## config.mk

```make
export PLATFORM = sky130hd
export DESIGN_NAME = des_decrypt_core
export DESIGN_NICKNAME = d
export VERILOG_FILES = /design/src/rtl/des_decrypt_core.sv
export SDC_FILE = /design/constraint.sdc
export NUM_CORES = 1
export LEC_CHECK = 0
export CORE_ASPECT_RATIO = 0.8
export CORE_MARGIN = 4
export CORE_UTILIZATION = 52
export DETAILED_ROUTE_END_ITERATION = 8
export GPL_TIMING_DRIVEN = 0
export MAX_ROUTING_LAYER = met4
export PLACE_DENSITY_LB_ADDON = 0.15
export SYNTH_ARGS = -nofsm -noshare
export SYNTH_HDL_FRONTEND = slang
export SYNTH_SLANG_ARGS = --single-unit
```

## constraint.sdc

```tcl
create_clock -name Clk -period 7.5 [get_ports Clk]
set_clock_uncertainty 0.2 [all_clocks]
set_input_delay 1.875 -clock Clk [delete_from_list [all_inputs] [get_ports Clk]]
set_output_delay 1.875 -clock Clk [all_outputs]
set_load 0.05 [all_outputs]
```

## src/rtl/des_decrypt_core.sv

```systemverilog
// rtl/des_decrypt_core.sv - iterative DES decryption core, one Feistel round per clock
//
// Ports:
//   Clk, Reset        clock, asynchronous active-high reset
//   InValid/InReady   input handshake for CipherIn (64b) and KeyIn (64b incl. parity)
//   OutValid/OutReady output handshake for PlainOut (64b)
//   KeyParityErr      some key byte had even parity (PARITY_CHECK=1 only)
// Bit convention: DES bit 1 is vector bit 63 (MSB first).

// Substitution box. Indexed directly by the raw 6-bit chunk; the outer bits
// select the row and the inner four bits the column.
module des_sbox #(
  parameter int BOX = 1
) (
  input  logic [5:0] DataIn,
  output logic [3:0] DataOut
);
  // Rows of S1..S8, row 0 first, column 0 in the leftmost nibble.
  localparam logic [0:511][3:0] S_TBL = {
    64'hE4D12FB83A6C5907, 64'h0F74E2D1A6CB9538, 64'h41E8D62BFC973A50, 64'hFC8249175B3EA06D,
    64'hF18E6B34972DC05A, 64'h3D47F28EC01A69B5, 64'h0E7BA4D158C6932F, 64'hD8A13F42B67C05E9,
    64'hA09E63F51DC7B428, 64'hD709346A285ECBF1, 64'hD6498F30B12C5AE7, 64'h1AD069874FE3B52C,
    64'h7DE3069A1285BC4F, 64'hD8B56F03472C1AE9, 64'hA690CB7DF13E5284, 64'h3F06A1D8945BC72E,
    64'h2C417AB6853FD0E9, 64'hEB2C47D150FA3986, 64'h421BAD78F9C5630E, 64'hB8C71E2D6F09A453,
    64'hC1AF92680D34E75B, 64'hAF427C9561DE0B38, 64'h9EF528C3704A1DB6, 64'h432C95FABE17608D,
    64'h4B2EF08D3C975A61, 64'hD0B7491AE35C2F86, 64'h14BDC37EAF680592, 64'h6BD814A7950FE23C,
    64'hD2846FB1A93E50C7, 64'h1FD8A374C56B0E92, 64'h7B419CE206ADF358, 64'h21E74A8DFC90356B
  };
  localparam logic [2:0] BOX_SEL = 3'(BOX - 1);

  logic [8:0] idx;
  assign idx     = {BOX_SEL, DataIn[5], DataIn[0], DataIn[4:1]};
  assign DataOut = S_TBL[idx];
endmodule

module des_decrypt_core #(
  parameter bit PARITY_CHECK = 1'b0
) (
  input  logic        Clk,
  input  logic        Reset,
  input  logic        InValid,
  output logic        InReady,
  input  logic [63:0] CipherIn,
  input  logic [63:0] KeyIn,
  output logic        OutValid,
  input  logic        OutReady,
  output logic [63:0] PlainOut,
  output logic        KeyParityErr
);
  // Permutation tables: entry i names the 1-based source bit of output bit i+1.
  localparam int IP_T [64] = '{58,50,42,34,26,18,10,2, 60,52,44,36,28,20,12,4,
                               62,54,46,38,30,22,14,6, 64,56,48,40,32,24,16,8,
                               57,49,41,33,25,17,9,1,  59,51,43,35,27,19,11,3,
                               61,53,45,37,29,21,13,5, 63,55,47,39,31,23,15,7};
  localparam int FP_T [64] = '{40,8,48,16,56,24,64,32, 39,7,47,15,55,23,63,31,
                               38,6,46,14,54,22,62,30, 37,5,45,13,53,21,61,29,
                               36,4,44,12,52,20,60,28, 35,3,43,11,51,19,59,27,
                               34,2,42,10,50,18,58,26, 33,1,41,9,49,17,57,25};
  localparam int E_T [48]  = '{32,1,2,3,4,5, 4,5,6,7,8,9, 8,9,10,11,12,13, 12,13,14,15,16,17,
                               16,17,18,19,20,21, 20,21,22,23,24,25, 24,25,26,27,28,29, 28,29,30,31,32,1};
  localparam int P_T [32]  = '{16,7,20,21,29,12,28,17, 1,15,23,26,5,18,31,10,
                               2,8,24,14,32,27,3,9, 19,13,30,6,22,11,4,25};
  localparam int PC1_T [56] = '{57,49,41,33,25,17,9, 1,58,50,42,34,26,18,
                                10,2,59,51,43,35,27, 19,11,3,60,52,44,36,
                                63,55,47,39,31,23,15, 7,62,54,46,38,30,22,
                                14,6,61,53,45,37,29, 21,13,5,28,20,12,4};
  localparam int PC2_T [48] = '{14,17,11,24,1,5, 3,28,15,6,21,10, 23,19,12,4,26,8, 16,7,27,20,13,2,
                                41,52,31,37,47,55, 30,40,51,45,33,48, 44,49,39,56,34,53, 46,42,50,36,29,32};

  typedef enum logic [1:0] {IDLE, ROUND, DONE} state_t;

  state_t      state_q, state_d;
  logic [31:0] l_q, l_d, r_q, r_d;
  logic [27:0] c_q, c_d, d_q, d_d;
  logic [4:0]  rnd_q, rnd_d;
  logic        in_ready_q, in_ready_d;
  logic        out_valid_q, out_valid_d;
  logic [63:0] plain_q, plain_d;
  logic        perr_q, perr_d;

  logic [63:0] ip_out, fp_in, fp_out;
  logic [55:0] pc1_out, cd_rot;
  logic [27:0] c_rot, d_rot;
  logic [47:0] pc2_out, e_out, s_in;
  logic [31:0] s_out, p_out, r_new;
  logic [7:0]  byte_err;
  logic        par_err;

  // Fixed-wiring permutations.
  for (genvar i = 0; i < 64; i++) begin : g_ip
    assign ip_out[63-i] = CipherIn[64-IP_T[i]];
    assign fp_out[63-i] = fp_in[64-FP_T[i]];
  end
  for (genvar i = 0; i < 56; i++) begin : g_pc1
    assign pc1_out[55-i] = KeyIn[64-PC1_T[i]];
  end
  for (genvar i = 0; i < 48; i++) begin : g_e_pc2
    assign e_out[47-i]   = r_q[32-E_T[i]];
    assign pc2_out[47-i] = cd_rot[56-PC2_T[i]];
  end
  for (genvar i = 0; i < 32; i++) begin : g_p
    assign p_out[31-i] = s_out[32-P_T[i]];
  end

  // Decryption walks the key schedule backwards: right rotations, and none
  // before the first round because C16/D16 equal PC1(key).
  always_comb begin
    c_rot = c_q;
    d_rot = d_q;
    case (rnd_q)
      5'd1: ;
      5'd2, 5'd9, 5'd16: begin
        c_rot = {c_q[0], c_q[27:1]};
        d_rot = {d_q[0], d_q[27:1]};
      end
      default: begin
        c_rot = {c_q[1:0], c_q[27:2]};
        d_rot = {d_q[1:0], d_q[27:2]};
      end
    endcase
  end
  assign cd_rot = {c_rot, d_rot};

  assign s_in = e_out ^ pc2_out;
  for (genvar k = 0; k < 8; k++) begin : g_sbox
    des_sbox #(.BOX(k + 1)) u_sbox (
      .DataIn (s_in[47-6*k -: 6]),
      .DataOut(s_out[31-4*k -: 4])
    );
  end
  assign r_new = l_q ^ p_out;
  // Final swap: output is R16 || L16 where L16 = R15 (current r_q).
  assign fp_in = {r_new, r_q};

  for (genvar b = 0; b < 8; b++) begin : g_par
    assign byte_err[b] = ~^KeyIn[8*b +: 8];
  end
  assign par_err = PARITY_CHECK & (|byte_err);

  always_comb begin
    state_d     = state_q;
    l_d         = l_q;
    r_d         = r_q;
    c_d         = c_q;
    d_d         = d_q;
    rnd_d       = rnd_q;
    in_ready_d  = in_ready_q;
    out_valid_d = out_valid_q;
    plain_d     = plain_q;
    perr_d      = perr_q;
    case (state_q)
      IDLE: begin
        if (InValid && in_ready_q) begin
          l_d        = ip_out[63:32];
          r_d        = ip_out[31:0];
          c_d        = pc1_out[55:28];
          d_d        = pc1_out[27:0];
          rnd_d      = 5'd1;
          perr_d     = par_err;
          in_ready_d = 1'b0;
          state_d    = ROUND;
        end
      end
      ROUND: begin
        l_d   = r_q;
        r_d   = r_new;
        c_d   = c_rot;
        d_d   = d_rot;
        rnd_d = rnd_q + 5'd1;
        if (rnd_q == 5'd16) begin
          plain_d     = fp_out;
          out_valid_d = 1'b1;
          state_d     = DONE;
        end
      end
      DONE: begin
        if (OutReady) begin
          out_valid_d = 1'b0;
          in_ready_d  = 1'b1;
          state_d     = IDLE;
        end
      end
      default: state_d = IDLE;
    endcase
  end

  always_ff @(posedge Clk or posedge Reset) begin
    if (Reset) begin
      state_q     <= IDLE;
      l_q         <= '0;
      r_q         <= '0;
      c_q         <= '0;
      d_q         <= '0;
      rnd_q       <= '0;
      in_ready_q  <= 1'b1;
      out_valid_q <= 1'b0;
      plain_q     <= '0;
      perr_q      <= 1'b0;
    end else begin
      state_q     <= state_d;
      l_q         <= l_d;
      r_q         <= r_d;
      c_q         <= c_d;
      d_q         <= d_d;
      rnd_q       <= rnd_d;
      in_ready_q  <= in_ready_d;
      out_valid_q <= out_valid_d;
      plain_q     <= plain_d;
      perr_q      <= perr_d;
    end
  end

  assign InReady      = in_ready_q;
  assign OutValid     = out_valid_q;
  assign PlainOut     = plain_q;
  assign KeyParityErr = perr_q;
endmodule
```

======== Yosys cells after proc, flatten, opt, wreduce, memory -nomap -nowiden ========
Memories as Yosys holds them, arrays and structs flattened.
Index checks and enable logic that the tools add are counted.
operators by class
  div/mod/pow operators ................... 0
  shift operators ......................... 0
  reductions and logical operators ........ 12
  $lt $le $gt $ge ......................... 8
  $mul .................................... 0
  add/subtract/negate cells ............... 1
  bitwise gates (word level) .............. 10
  multiplexer cells ....................... 38
  equality and inequality tests ........... 10
operators by type and width
  kind                  number
  $pmux 28 s2           4
  $pmux 32 s2           2
  $ge 10x10->1 const B  8
  $mux 32               2
  $mux 4                16
  $mux 28               2
  $xor 48x48->48        1
  $not 9->10            4
  $xor 32x32->32        1
  $not 8->10            2
  $reduce_and 3->1      4
  $not 6->10            1
  $not 7->10            1
  $pmux 5 s2            1
  $ne 2x2->1 const B    4
  $mux 2                3
  $pmux 2 s3            1
  $reduce_bool 2->1     3
  $add 5x1->5 const B   1
  $eq 5x1->1 const B    1
  $eq 5x2->1 const B    1
  $eq 5x4->1 const B    1
  $eq 5x5->1 const B    1
  $mux 5                1
  other kinds (8)       13
storage, ports and cells
  RAM bits ................................ 0
  output and inout bits ................... 67
  ROM bits ................................ 16,384
  bits in latches ......................... 0
  memories kept ........................... 8
  input bits .............................. 132
  register bits ........................... 193
memory list
  name              depth  width  read ports  clocked after Yosys merged registers in  wr ports  line  source
  (name not given)  512    4      1           0                                        0         33    assign DataOut = S_TBL[idx];
  (name not given)  512    4      1           0                                        0         33
  (name not given)  512    4      1           0                                        0         33
  (name not given)  512    4      1           0                                        0         33
  (name not given)  512    4      1           0                                        0         33
  (name not given)  512    4      1           0                                        0         33
  2 more memories   -      -      -           -                                        -         -

======== Depth between registers and ports, before layout ========
Gate-level depths: netlist of run 1.
  depth after elaboration ................. 10
  gate-level depth with buffers ........... 17
  depth with buffers taken out ............ 16

======== Hierarchy ========
A second synthesis of run 1 with hierarchy kept.
unflattened totals
  cells, all modules ...................... 1,698
  area, all modules ....................... 15,462.3 sq um
by module, submodules not included
  module                        cells an instance  times used  area each (sq um)
  des_decrypt_core              1,004              1           10,369.9
  des_sbox at g_sbox[6].u_sbox  84                 1           681.9
  des_sbox at g_sbox[7].u_sbox  91                 1           675.6
  des_sbox at g_sbox[5].u_sbox  91                 1           653.1
  des_sbox at g_sbox[0].u_sbox  87                 1           645.6
  des_sbox at g_sbox[4].u_sbox  94                 1           629.4
  des_sbox at g_sbox[1].u_sbox  88                 1           616.8
  des_sbox at g_sbox[2].u_sbox  87                 1           616.8
  des_sbox at g_sbox[3].u_sbox  72                 1           573.0

======== Least setup slack after synthesis of run 1 ========
Ideal clock, no wire load.
  path kind ............................... register to register
  start point ............................. register rnd_q[1]
  end point ............................... register plain_q[56], in the netlist PlainOut[56]
  slack ................................... 3.301 ns
  data required time ...................... 7.168 ns
  arrival ................................. 3.867 ns
  setup time .............................. 0.132 ns
  cell stages (with the launch flop) ...... 18
  clock period less this slack ............ 4.199 ns
  cell sequence ........................... dfrtp_1 inv_1 ha_1 or3b_1 buf_4 o22ai_4 buf_4 a222oi_1 xnor2_1 ha_1 clkbuf_1 inv_1 mux4_2 nor2_1 a21oi_1 mux2i_1 xor2_1 o21ai_0
between the ends
  cells in the longest elaborated chain, start to end .. 9
  elaborated cells on any way between the ends .. 13
ends and longest elaborated chain
  element                                    line      source
  start, declared                            75        logic [4:0] rnd_q, rnd_d;
  start signal, assigned                     205       rnd_q <= rnd_d;
  $eq 5x5->1 (tied with other cells)         110, 170
  $reduce_or 3->1                            110       case (rnd_q)
  $pmux 28 s2                                110
  $xor 48x48->48                             124       assign s_in = e_out ^ pc2_out;
  $not 9->10 (not written as such)           33
  $mem_v2 512x4                              -
  $mux 4 (not written as such) (2 in a row)  33
  $xor 32x32->32                             131       assign r_new = l_q ^ p_out;
  end signal, assigned                       208       plain_q <= plain_d;
  end, declared                              78        logic [63:0] plain_q, plain_d;
Parallel ways exist; a longest one is shown, timed or not. The select of a mux whose other input is x is not followed.
A chain may end at the register's enable or synchronous reset.

======== Final worst setup path of run 1 ========
  start point ............................. register rnd_q[0]
  end point ............................... register plain_q[56], in the netlist PlainOut[56]
The elaborated chain is that of the path after synthesis.

==> reports/qor.txt, run 1 <==
Failing checks - design-rule violations
Global Route Usage Sum - 39.4%
Die Wd - 200 microns
Layout fillers - 2,588
Synth async-reset ratio - 100%
Core area - 29,300 sq um
Hold Path Stages - 2
Initial Util - 52.6%
Fin. Hold Viols - 0
Final #Nets - 2,242
P_leak - 7.44 nW
VDD IR-drop max - 0.170 mV
Critical path depth in cells - 16
Critical Path Source Type - register
RSZ-0062 raised after global routing - no
Routability congestion estimate - 1.11
Arrival @ worst endpoint - 6160 ps
Overall Power - 2.15 mW
Port buffer count - 189
Clock sinks - 193
I/O pin total - 199
Initial antenna violation count - 1
Root buf cell - clkbuf_16
Post-synth EDFFs - 0
First-pass GRT wire length - 96,400 microns
Tmin final - 6030 ps
Number of global-route vias before repair - 15,500
Hold WC Path Type - reg -> reg
Tcrit/Tclk final - 80.4%
Met1 Usage GRT - 54.5%
Num rows - 56
Cells after Synth - 1,835
CTS max path bufs - 2
CP max stage delay - 910 ps
Vias - 16,500
PostCTS Resize Cnt - 0
GRT busiest layer - met1
FMAX - 166 MHz
Launch point of the worst hold path - PlainOut[37]
Most frequent cells in the layout - nand2_1, dfrtp_1, clkdlybuf4s50_1
Die Span Y - 162 microns
CP top delay family - compound AO/OA/AOI/OAI gates
Inserted Clock Buffers - 17
DRT antenna net count - 0
Buf/Inv on CP - 4
Post-Syn Area per Cell - 8.39 sq um
Drt wl/cell - 26.4 microns
Die area - 32,500 sq um
Latest clock arrival within the worst-skew pair - 470 ps
Critical Path Start - rnd_q[0]
M3 GR Usage - 11.4%
HPWL after DPL - 48,000 microns
H-tree depth - 4
Critical path endpoint category - register
Grt met2 use - 53.9%
Pin count of the biggest net entering global routing - 101
# Post-CTS Setup Buffers - 0
GRT overflow - 0
R2R depth - 16
Max Slew Vio Count - 0
Sequential cell area - 4830 sq um
Multi-input gate area in the final layout - 9740 sq um
Critical path class - reg -> reg
CTS Hold Bufs - 0
MaxCap Viol Count - 0
Vias/cell - 6.77
Router iterations before antenna repair - 9
CTS tree - yes
Layout cell share with drive strength beyond 1 - 7.97%
Sequential element share of the synthesized area - 31.4%
Netlist cell types - 92
Post-DP Area - 17,800 sq um
Final setup fails - 0
Synth Register Bits - 193
Syn nets - 2,033
Crit path max-delay cell type - a222oi_1
Slew HR - 12.3%
Most common cell after layout, fill and taps aside - nand2_1
Clock slew at reported path FFs - 90 ps
Worst R2R Start - rnd_q[0]
Critical Path, Cell by Cell - inv_1 > ha_1 > mux2i_2 > o22ai_4 > buf_4 > a222oi_1 > xnor2_1 > ha_1 > clkbuf_1 > inv_1 > mux4_2 > nor2_1 > a21oi_1 > mux2i_1 > xor2_1 > o21ai_0
Drt drc - 4
Yosys warning count - 0
Initial detailed-routing violation count - 2,834
Design area - 18,400 sq um
Tightest Pin Transition - 1320 ps
Worst-path maximum fanout - 10
WL final - 64,200 microns
Area grow syn2layout - 19.6%
Mapped Area - 15,400 sq um
PD cells - 117 nW/um^2
Main flop type after synthesis - dfrtp_1
Reg2Reg Setup Slack - 1470 ps
Outcome - finished with violations
Required @ worst endpoint - 7630 ps
[layer usage]
| metal | vias up | wire (microns) |
|---|---|---|
| met5 | - | 0 |
| met4 | 0 | 3380 |
| met3 | 210 | 8510 |
| met2 | 1240 | 26200 |
| met1 | 7927 | 26000 |
| li1 | 7107 | - |
[flip-flops by register name (all words and copies together), names as in the netlist]
name	cells
d_q	28
l_q	32
r_q	32
InReady	1
PlainOut	64
OutValid	1
c_q	28
rnd_q	5
state_q	2
[path summary, 6_finish.rpt]
path	to
worst max-delay path	PlainOut[56]
worst min-delay path	PlainOut[37]
worst max register to register	PlainOut[56]
worst min register to register	PlainOut[37]
max in group asynchronous	r_q[3]
min in group asynchronous	c_q[2]
[synth_stat cells (all sizes together), types with 12 or more instances]
cell type  instances  area (sq um)
a22oi             19           143
nand3             21           105
dfrtp            192          4800
or3               19           119
o211ai            32           240
a221oi            15           180
xnor2             76           763
a211oi            22           170
ha                66           826
o221ai            14           123
o21ai            171           856
a21oi             84           428
a31oi             47           294
nand2            348          1310
inv               49           184
a222oi            14           140
o31ai             13          97.6
a221o             20           228
buf               58           319
o22ai             35           233
mux2i             34           344
a32oi             12           105
nor2             120           450
xor2              46           561
mux4              21           477
and2              20           125
nor3              32           160
clkbuf            85           319
[cell type report]
cell class / instances / area share (%)
multi-input cells: 1447 / 52.9
flip-flops and latches: 193 / 26.2
repair buffers: 190 / 10.4
plain buffers: 143 / 3.46
well taps: 377 / 2.56
clock buffers: 17 / 2.31
inverters: 52 / 1.10
clock inverters: 15 / 1.04
diodes: 1 / 0.0136
[where the power goes]
part           switching [mW]  leakage, nW  total [mW]  internal (mW)
sequential           0.000389         2.38        1.04           1.04
clock                   0.536        0.301       0.999          0.463
combinational          0.0480         4.75       0.113         0.0646
total                   0.585         7.44        2.15           1.57
[worst register-to-register path, stage by stage, from the launching register on]
cell and delay (ps):
dfrtp_1 480, inv_1 110, ha_1 260, mux2i_2 510
o22ai_4 280, buf_4 270, a222oi_1 920, xnor2_1 530
ha_1 440, clkbuf_1 390, inv_1 210, mux4_2 480
nor2_1 100, a21oi_1 60, mux2i_1 320, xor2_1 220
o21ai_0 110
[cells by family after synthesis]
group,count (synthesis),synth area share [%]
xor+xnor,123,8.75
simple gates,607,17.0
fa+ha+maj,67,5.43
flops,193,31.4
mux,63,5.94
other cells,1,0.0243
compound gates,586,26.1
buf+inv,195,5.41
[stage by stage]
step	setup TNS [ps]	hold slack (ps)	util (%)	worst slack (ps)	std cells
2_1_floorplan	0	270	-	171	1835
3_3_place_gp	-508060	261	60.7	-2690	2401
3_5_place_dp	0	264	60.8	1870	2402
4_1_cts	0	282	62.9	1850	2434
5_1_grt	0	302	62.9	1340	2435
6_report	0	277	62.9	1470	2435
(Power assumes the default switching activity.)
==> inputs of run 2 (changes only) <==
clock period = 5.3 ns   (was 7.5 ns; I/O delays follow)
==> reports/qor.txt, run 2 (synthesis gave the netlist of run 1 again) <==
RSZ-0062 raised after global routing - yes
Die Span Y - 162 microns (unchanged)
Clock slew at reported path FFs - 90 ps (about the same)
Core area - 29,300 sq um (unchanged)
Most frequent cells in the layout - nand2_1, dfrtp_1, clkdlybuf4s50_1
Vias - 16,500 (+0.13%)
Die Wd - 200 microns (unchanged)
Max Slew Vio Count - 0 (unchanged)
I/O pin total - 199 (unchanged)
Final #Nets - 2,253 (+0.49%)
Number of global-route vias before repair - 15,400 (-0.15%)
MaxCap Viol Count - 0 (unchanged)
Tightest Pin Transition - 1320 ps (+4.67 ps)
Area grow syn2layout - 21.6%
WL final - 65,600 microns (+2.2%)
M1 wire length - 26,200 microns (+0.53%)
VDD IR-drop max - 0.235 mV (+38%)
Required @ worst endpoint - 5410 ps (-2220 ps)
First-pass GRT wire length - 97,700 microns (+1.4%)
Fin util - 63.9% (+1.0 points)
Max FFs per register - 64 (unchanged)
CP top delay family - compound AO/OA/AOI/OAI gates
Num rows - 56 (unchanged)
Routability congestion estimate - 1.07 (-4.0%)
Sequential cell area - 4830 sq um (unchanged)
Setup TNS - 0 ps (unchanged)
Critical path class - reg -> reg
FMAX - 192 MHz (+15%)
Number of antenna diodes - 0 (-1)
Final setup fails - 0 (unchanged)
HPWL after DPL - 49,500 microns (+3.1%)
Hold WC Path Type - reg -> reg
Port buffer count - 189 (unchanged)
Fin. Hold Viols - 0 (unchanged)
Initial antenna violation count - 0 (-1)
CTS max path bufs - 2 (unchanged)
Inserted Clock Buffers - 17 (unchanged)
Tcrit/Tclk final - 98.5% (+18 points)
Slew HR - 12.0% (-0.31 points)
H-tree depth - 4 (unchanged)
Initial detailed-routing violation count - 2,591 (-8.6%)
Critical Path, Cell by Cell - inv_1 > ha_1 > nor4b_4 > buf_2 > buf_2 > a222oi_1 > xnor2_2 > ha_1 > clkbuf_2 > mux2_2 > a21oi_1 > o221ai_1 > o21ai_1 > xor2_1 > o221ai_1
Vias/cell - 6.75 (-0.28%)
DRT antenna net count - 0 (unchanged)
Pin count of the biggest net entering global routing - 44 (-56%)
Latest clock arrival within the worst-skew pair - 460 ps (about the same)
Layout fillers - 2,560 (-1.1%)
Met3 WL - 9320 microns (+9.6%)
Crit path max-delay cell type - nor4b_4
Worst-path maximum fanout - 10 (unchanged)
Multi-input gate area in the final layout - 9900 sq um (+1.6%)
Root buf cell - clkbuf_16
Critical path endpoint category - register
Drt drc - 0 (-4)
Buf/Inv on CP - 4 (unchanged)
Die area - 32,500 sq um (unchanged)
Critical Path Source Type - register
Top Layer Used - met4
Most common cell after layout, fill and taps aside - nand2_1
P_leak - 7.56 nW (+1.6%)
CTS tree - yes
Tmin final - 5220 ps (-808 ps)
GRT overflow - 0 (unchanged)
Global Route Usage Sum - 40.2% (+0.74 points)
Initial Util - 52.6% (unchanged)
Drt wl/cell - 26.8 microns (+1.8%)
Router iterations before antenna repair - 9 (unchanged)
Wire length on met2 - 27,600 microns (+5.2%)
Arrival @ worst endpoint - 5330 ps (-830 ps)
Layout cell share with drive strength beyond 1 - 9.28% (+1.3 points)
PD cells - 164 nW/um^2 (+40%)
Clock sinks - 193 (unchanged)
CP max stage delay - 560 ps (-350 ps)
Outcome - finished clean
==> run 2: worst reg2reg max path: stages, from the launching register on <==
cell	delay [ps]
dfrtp_1	420
inv_1	110
ha_1	290
nor4b_4	570
buf_2	380
buf_2	340
a222oi_1	280
xnor2_2	460
ha_1	380
clkbuf_2	220
mux2_2	300
a21oi_1	150
o221ai_1	170
o21ai_1	420
xor2_1	260
o221ai_1	140
==> run 2: metal layers <==
metal / track usage, % / vias to the layer above
met5: - / -
met4: 12.7 / 0
met3: 11.7 / 169
met2: 56.9 / 1246
met1: 55.9 / 7975
li1: - / 7116
==> run 2: metrics by stage <==
| stage | std cells | area, sq um | total power, mW | hold WS [ps] | setup slack (ps) |
|---|---|---|---|---|---|
| global route | 2445 | 18700 | 3.11 | 306 | -46.1 |
| global placement | 2401 | 17800 | 1.66 | 256 | -383 |
| finish | 2445 | 18700 | 3.07 | 280 | 79.2 |
| detailed placement | 2406 | 17900 | 1.66 | 265 | -197 |
| floorplan | 1835 | 15400 | 1.54 | 270 | 1100 |
| CTS | 2442 | 18600 | 3.05 | 284 | 101 |
==> run 2: report_power, final <==
| part | internal, mW | switching, mW |
|---|---|---|
| clock | 0.692 | 0.736 |
| combinational | 0.0966 | 0.0687 |
| sequential | 1.47 | 0.000523 |
==> run 2: area by class of cell <==
type | instances | share of cell area [%]
Multi-Input combinational cell | 1447 | 52.8
Inverter | 52 | 1.10
Timing Repair Buffer | 202 | 11.0
Tap cell | 377 | 2.52
Sequential cell | 193 | 25.8
Clock buffer | 17 | 2.27
Buffer | 142 | 3.41
Clock inverter | 15 | 1.10
==> run 2: repair_timing <==
| action | CTS | global route |
|---|---|---|
| hold buffers | 0 | 0 |
| gates resized for setup | 6 | 22 |
| setup buffers | 4 | 4 |
| setup endpoints to repair | 18 | 28 |
| pin swaps | 2 | 2 |
==> run 2: worst paths after layout <==
path | depth (start not counted) | startpoint | slack, ps | to
setup / recovery | 15 | rnd_q[1] | 80 | r_q[16]
setup reg to reg | 15 | rnd_q[1] | 80 | r_q[16]
max in group asynchronous | 5 | Reset | 2840 | l_q[10]
hold reg to reg | 2 | PlainOut[27] | 280 | PlainOut[27]
min in group asynchronous | 2 | Reset | 1000 | c_q[7]
hold / removal | 2 | PlainOut[27] | 280 | PlainOut[27]
